$ cat config.mk
export PLATFORM = sky130hd
export DESIGN_NAME = fifo_wr_arbiter
export DESIGN_NICKNAME = d
export VERILOG_FILES = /design/src/rtl/fifo_pkg.sv /design/src/rtl/fifo_rr_pick.sv /design/src/rtl/fifo_wr_arbiter.sv
export SDC_FILE = /design/constraint.sdc
export NUM_CORES = 1
export LEC_CHECK = 0
export CORE_UTILIZATION = 29
export DETAILED_ROUTE_END_ITERATION = 10
export PLACE_DENSITY = 0.83
export SETUP_SLACK_MARGIN = 0.4
export SYNTH_ARGS = -nofsm -noshare
export SYNTH_HDL_FRONTEND = slang
export SYNTH_SLANG_ARGS = --single-unit
$ cat constraint.sdc
create_clock -name clk_i -period 2.4 [get_ports clk_i]
set_clock_uncertainty 0.15 [all_clocks]
set_input_delay 0.48 -clock clk_i [delete_from_list [all_inputs] [get_ports clk_i]]
set_output_delay 0.48 -clock clk_i [all_outputs]
set_load 0.005 [all_outputs]
$ cat src/rtl/fifo_pkg.sv
// Shared types for the FIFO write-side arbiter: the FIFO word and the arbiter FSM states.
package fifo_pkg;

  typedef logic [31:0] word_t;

  typedef enum logic {
    IDLE   = 1'b0,
    LOCKED = 1'b1
  } arb_state_e;

endpackage

$ cat src/rtl/fifo_rr_pick.sv
// Rotating-priority search: returns the first valid requester at or above rr_ptr,
// wrapping modulo NumReq, plus a flag saying whether any requester is valid.
module fifo_rr_pick #(
  parameter int NumReq = 4,
  localparam int IdxW  = $clog2(NumReq)
) (
  input  logic [NumReq-1:0] valid,
  input  logic [IdxW-1:0]   rr_ptr,
  output logic [IdxW-1:0]   pick,
  output logic              any_valid
);

  logic [NumReq-1:0] rot_valid;
  logic [IdxW-1:0]   rot_idx [NumReq];

  // rot_idx[gi] is the requester sitting gi places after rr_ptr.
  for (genvar gi = 0; gi < NumReq; gi++) begin : g_rot
    logic [IdxW:0] sum;
    assign sum           = {1'b0, rr_ptr} + (IdxW+1)'(gi);
    assign rot_idx[gi]   = (sum >= (IdxW+1)'(NumReq)) ? IdxW'(sum - (IdxW+1)'(NumReq))
                                                      : IdxW'(sum);
    assign rot_valid[gi] = valid[rot_idx[gi]];
  end

  // Scan from the far end so the nearest valid offset wins.
  always_comb begin
    pick      = '0;
    any_valid = 1'b0;
    for (int i = NumReq - 1; i >= 0; i--) begin
      if (rot_valid[i]) begin
        pick      = rot_idx[i];
        any_valid = 1'b1;
      end
    end
  end

endmodule

$ cat src/rtl/fifo_wr_arbiter.sv
// Round-robin arbiter sharing one FIFO push port among NumReq burst producers.
// A grant stays locked for a whole burst, bounded to MaxBurst accepted beats.
module fifo_wr_arbiter
  import fifo_pkg::*;
#(
  parameter int NumReq   = 4,
  parameter int MaxBurst = 16,
  localparam int IdxW    = $clog2(NumReq),
  localparam int CntW    = $clog2(MaxBurst + 1)
) (
  input  logic               clk_i,
  input  logic               rst_i,
  input  logic [NumReq-1:0]  req_valid_i,
  output logic [NumReq-1:0]  req_ready_o,
  input  logic [NumReq-1:0]  req_last_i,
  input  word_t [NumReq-1:0] req_data_i,
  output logic               fifo_push_o,
  output word_t              fifo_data_o,
  input  logic               fifo_full_i,
  output logic [IdxW-1:0]    owner_o,
  output logic               busy_o,
  output logic               burst_err_o
);

  arb_state_e      state_reg, state_next;
  logic [IdxW-1:0] owner_reg, owner_next;
  logic [IdxW-1:0] rr_ptr_reg, rr_ptr_next;
  logic [CntW-1:0] beat_cnt_reg, beat_cnt_next;
  logic            burst_err_reg, burst_err_next;

  logic [IdxW-1:0] pick;
  logic            any_valid;
  logic            locked;
  logic            push;
  logic            owner_last;
  logic            at_limit;
  logic            rel_beat;
  logic [IdxW-1:0] owner_succ;

  fifo_rr_pick #(
    .NumReq(NumReq)
  ) u_pick (
    .valid     (req_valid_i),
    .rr_ptr    (rr_ptr_reg),
    .pick      (pick),
    .any_valid (any_valid)
  );

  assign locked     = (state_reg == LOCKED);
  // A reset cycle never pushes, even if the FSM still shows LOCKED.
  assign push       = locked && !rst_i && !fifo_full_i && req_valid_i[owner_reg];
  assign owner_last = req_last_i[owner_reg];
  assign at_limit   = (beat_cnt_reg == CntW'(MaxBurst - 1));
  assign rel_beat   = push && (owner_last || at_limit);
  assign owner_succ = (owner_reg == IdxW'(NumReq - 1)) ? '0 : owner_reg + IdxW'(1);

  for (genvar gi = 0; gi < NumReq; gi++) begin : g_ready
    assign req_ready_o[gi] = locked && !rst_i && !fifo_full_i && (owner_reg == IdxW'(gi));
  end

  assign fifo_push_o = push;
  assign fifo_data_o = locked ? req_data_i[owner_reg] : '0;
  assign owner_o     = locked ? owner_reg : '0;
  assign busy_o      = locked;
  assign burst_err_o = burst_err_reg;

  always_comb begin
    state_next     = state_reg;
    owner_next     = owner_reg;
    rr_ptr_next    = rr_ptr_reg;
    beat_cnt_next  = beat_cnt_reg;
    burst_err_next = 1'b0;
    case (state_reg)
      IDLE: begin
        if (any_valid) begin
          state_next    = LOCKED;
          owner_next    = pick;
          beat_cnt_next = '0;
        end
      end
      LOCKED: begin
        if (push) begin
          beat_cnt_next = beat_cnt_reg + CntW'(1);
        end
        if (rel_beat) begin
          state_next     = IDLE;
          rr_ptr_next    = owner_succ;
          burst_err_next = !owner_last;
        end
      end
      default: state_next = IDLE;
    endcase
  end

  always_ff @(posedge clk_i) begin
    if (rst_i) begin
      state_reg     <= IDLE;
      owner_reg     <= '0;
      rr_ptr_reg    <= '0;
      beat_cnt_reg  <= '0;
      burst_err_reg <= 1'b0;
    end else begin
      state_reg     <= state_next;
      owner_reg     <= owner_next;
      rr_ptr_reg    <= rr_ptr_next;
      beat_cnt_reg  <= beat_cnt_next;
      burst_err_reg <= burst_err_next;
    end
  end

endmodule

== Word level (Yosys, flattened, before mapping) ==
Index checks and enable logic that the tools add are counted.
Word-level totals
  flip-flop bits (word level): 11
  output and inout bits: 41
  bits in writable memories: 0
  word-level logic and storage cells: 83
  ROM bits: 0
  latch bits: 0
  memories: 0
Cells by class
  $add $sub $neg: 9
  divide/modulo/power cells: 0
  bitwise operators: 2
  muxes and demuxes: 35
  equality and inequality tests: 6
  $lt $le $gt $ge: 9
  shift-type cells: 0
  $mul: 0
  reductions and logical operators: 17
Operators by type and width (number)
  32-bit binary-select mux with 2-bit select: 1
  32-bit 2-to-1 mux: 2
  2-bit 2-to-1 mux: 10
  2-bit by 3-bit less-than comparator with 1-bit output (second input constant): 5
  1-bit binary-select mux with 2-bit select: 6
  1-bit 2-to-1 mux: 12
  5-bit 2-to-1 mux: 2
  5-bit one-hot mux with 2 select lines: 1
  3-bit greater-or-equal comparator (second input constant): 3
  1-bit logical AND: 8
  2-bit by 1-bit subtractor with 2-bit output (second input constant): 4
  2-bit by 2-bit adder with 3-bit output (second input constant): 2
  2-bit AND reduction: 3
  5-bit by 1-bit adder with 5-bit output (second input constant): 1
  5-bit by 4-bit equality test with 1-bit output (second input constant): 1
  2-bit equality test (second input constant): 2
  2-bit by 1-bit adder with 3-bit output (second input constant): 1
  2-bit by 3-bit greater-or-equal comparator with 1-bit output (second input constant): 1
  1-bit logical NOT: 3
  3-bit OR reduction: 1
  2-bit by 1-bit adder with 2-bit output (second input constant): 1
  2-bit by 1-bit equality test with 1-bit output (second input constant): 1
  2-bit logical NOT: 1
  2-bit by 1-bit != test with 1-bit output (second input constant): 1
  other kinds (4): 5

== Logic depth before layout (Yosys ltp) ==
  word-level depth: 11
  depth in mapped cells: 6
  gate-level depth less buffers: 6

== Hierarchy ==
From an unflattened synthesis, not the netlist that was laid out.
Second synthesis, totals
  cell total of the unflattened synthesis: 161
  area total of the unflattened synthesis: 1764.2 µm²
Modules (own cells, without submodules)
  fifo_wr_arbiter: times used 1, cells an instance 148, area each 1686.6 µm²
  fifo_rr_pick: times used 1, cells an instance 13, area each 77.6 µm²

== Worst setup path before layout ==
Ideal clock, no wire load.
  path kind: register to output
  start: register owner_reg[0]
  end: output port fifo_data_o[0]
  cell stages (with the launch flop): 5
  slack: 0.290 ns
  arrival time: 1.480 ns
  cell sequence: dfxtp_1 -> buf_6 -> buf_2 -> mux4_2 -> and2_1
Between the ends
  cells in the longest elaborated chain, start to end: 3
Ends and longest elaborated chain
  start, declared: line fifo_wr_arbiter.sv:26  | logic [IdxW-1:0] owner_reg, owner_next;
  start signal, assigned: line fifo_wr_arbiter.sv:104  | owner_reg <= owner_next;
  32-bit binary-select mux with 2-bit select: line fifo_wr_arbiter.sv:62  | assign fifo_data_o = locked ? req_data_i[owner_reg] : '0;
  32-bit 2-to-1 mux (implied by the code): line fifo_wr_arbiter.sv:62
  32-bit 2-to-1 mux: line fifo_wr_arbiter.sv:62
  end, declared: line fifo_wr_arbiter.sv:18  | output word_t fifo_data_o,
No other way between the ends. The select of a mux whose other input is x is not followed.

== Worst setup path after layout ==
  start: register owner_reg[0]
  end: output port fifo_data_o[4]
The elaborated chain is that of the path after synthesis.

==> results by group <==
Outcome
  – Outcome: complete, no violations

Clock network
  – Number of hold buffers added after cts: 0
  – CTS tree: built
  – Clock Pin Slew Worst Setup and Hold Paths: ~0.05 ns
  – Total CTS buffers: 3
  – Worst skew pair latency: 0.24 ns
  – Clock Sinks: 11
  – Max H-tree Level: 1
  – CTS Buffer Depth: 2
  – CTS root buffer: clkbuf_8

Timing
  – Fmax: roughly 440 MHz
  – RSZ-0062 raised after global routing: true
  – Max_slew headroom: 84.6%
  – Crit path time final: 2.26 ns
  – Final worst slack: between 0.1 and 0.15 ns
  – Final setup viols: 0
  – Period utilisation layout: between 90% and 100%
  – Fin. max-slew vios: 0
  – Worst Max-Slew Pin Slew: 0.229 ns
  – Hold Vio Cnt, Final: 0

Final layout
  – Fin nets: 505
  – Final std cells w/o fill: 433
  – Max reg flops: 5
  – Final core occ: 66.8%
  – Area growth from synthesis to layout: 122%
  – Final instance area: 3700 sq um
  – Layout cell share with drive strength beyond 1: between 30% and 40%
  – Leading cell types in the layout, fill and taps excluded: 85 x dlygate4sd2_1, 52 x clkdlybuf4s50_1, 35 x buf_2
  – Most common cell after layout, fill and taps aside: dlygate4sd2_1

Detailed routing
  – Vias: 2149
  – Initial DRC count: a little over 40
  – DRT Pass-1 Iters: 4
  – Routed wire length per instance: 18.1 um
  – Post-route DRC: 0
  – DR vias/cell: 4.96
  – Wirelength, routed: 7830 um
  – Detail Route Antenna Nets: 0

Floorplanning
  – Die H: 77.9 um
  – Die area: 6070 sq um
  – Ports: 180
  – CORE AREA: 5540 sq um
  – Initial Util: 30.1%
  – DIE WIDTH: 77.9 um
  – Row cnt: 27

Global routing
  – Antenna violations before repair: 2
  – Global-route wire length before repair: 11600 um
  – Largest net degree at the start of global routing: 28
  – Overflow after GRT: 0
  – Total GRT Usage: about a quarter
  – Vias in the first global route: 2277

Placed design
  – Placement-stage cell area: 3650 sq um
  – Number of I/O port buffers: 179
  – Gpl congestion: 0.836
  – Post-DP HPWL: 6110 um
  – Dpl ws: -0.269 ns
  – Placed cells: approximately 400

Synth
  – Yosys top cell area share: ~46%
  – Number of synthesized register bits: 11
  – Synth area leaders: mux4_2 46%, and2_1 14%, dfxtp_1 13%
  – Mapped Cells: 152
  – Syn avg cell area: around 11 sq um
  – Cell area after synthesis: 1670 sq um
  – Yosys top cell by area: mux4_2
  – Sequential share of the synthesized area: a little over an eighth
  – Synth Warn #: 0
  – Synth unique cells: 31
  – Synthesized Nets: 297

Critical path
  – CP Class: reg2out
  – Critical path endpoint category: output port
  – Critical path arrival: approximately 1.6 ns
  – CP Launch Type: flop
  – Worst Path Max Fanout: 7
  – Worst EP required: 1.77 ns

Flow run
  – Maxcap violations: 0

Power and ir drop
  – Peak supply drop: between 0.0003 and 0.0004 V
  – Leak pwr: 0.00166 uW
  – Power per standard cell area: 246 nW/um^2

Hold path
  – Worst hold path class: reg2reg
-- worst paths after layout --
check                                from                      endpoint  slack (ns)  cells past startpoint
max reg2reg     owner_reg[0]$_SDFFE_PP0P_    rr_ptr_reg[1]$_SDFFE_PP0P_        0.41                      6
max             owner_reg[0]$_SDFFE_PP0P_                fifo_data_o[4]        0.14                      5
min reg2reg  beat_cnt_reg[3]$_SDFFE_PP0P_  beat_cnt_reg[3]$_SDFFE_PP0P_        0.31                      1
min          beat_cnt_reg[3]$_SDFFE_PP0P_  beat_cnt_reg[3]$_SDFFE_PP0P_        0.31                      1
-- cells by family after synthesis --
| kind of cell | count (synthesis) | synth area share [%] |
|---|---|---|
| simple gates | 61 | 21.9 |
| mux | 38 | 48.2 |
| buf+inv | 20 | 5.47 |
| compound gates | 16 | 6.74 |
| flops | 11 | 13.2 |
| fa+ha+maj | 6 | 4.49 |
-- worst max-delay path: stages (launching register included) --
cell	delay [ns]
dfxtp_4	0.38
buf_12	0.13
buf_12	0.12
mux4_2	0.48
and2_1	0.15
buf_2	0.13
-- timing repair --
| action | in CTS | in global routing |
|---|---|---|
| hold endpoints to repair | 0 | 0 |
| cloned | 1 | 1 |
| pin swaps | 31 | 3 |
| gates resized for setup | 262 | 14 |
| setup endpoints to repair | 40 | 40 |
| setup buffers | 17 | 2 |
-- layer usage --
metal  vias to the layer above  wire length [um]  track usage, %
li1                        997                 -               -
met4                         0               272            7.59
met3                        22               559            5.18
met1                      1025              2780            27.8
met2                       105              4220            48.1
met5                         -                 0               0
-- synth_stat cells, drive strengths merged --
cell and instances:
and2 37, mux4 34, dfxtp 11, a21oi 7, clkbuf 7, inv 7, buf 6, ha 6
nand2 6, nor2 5, mux2i 4, a31oi 2, and3 2, nand2b 2, nand3 2, o21ai 2
or3 2, nand4 1, nor3 1, nor3b 1, nor4 1, o211ai 1, o21a 1, o21ba 1
o221ai 1, o31ai 1, or2 1
-- area by class of cell --
| type | instances | area [sq um] |
|---|---|---|
| antenna | 2 | 5.00 |
| clock buffer | 4 | 45.0 |
| fill | 489 | 1840 |
| inverter | 7 | 26.3 |
| multi-input combinational | 121 | 1370 |
| sequential | 11 | 231 |
| tap | 72 | 90.1 |
| timing repair buffer | 216 | 1930 |
-- report_power, final --
part	internal, uW	switching [uW]	total, uW
clock	117	71.4	188
combinational	369	159	528
sequential	186	6.70	193
-- stage by stage --
| stage | setup TNS [ns] | hold WS (ns) | power, uW |
|---|---|---|---|
| 6_report | 0 | 0.311 | 909 |
| 5_1_grt | 0 | 0.343 | 954 |
| 4_1_cts | 0 | 0.314 | 890 |
| 3_5_place_dp | -6.71 | 0.309 | 755 |
| 3_3_place_gp | -6.10 | 0.292 | 743 |
| 2_1_floorplan | 0 | 0.276 | 389 |
Note: power is estimated with default switching activity, not from simulation.
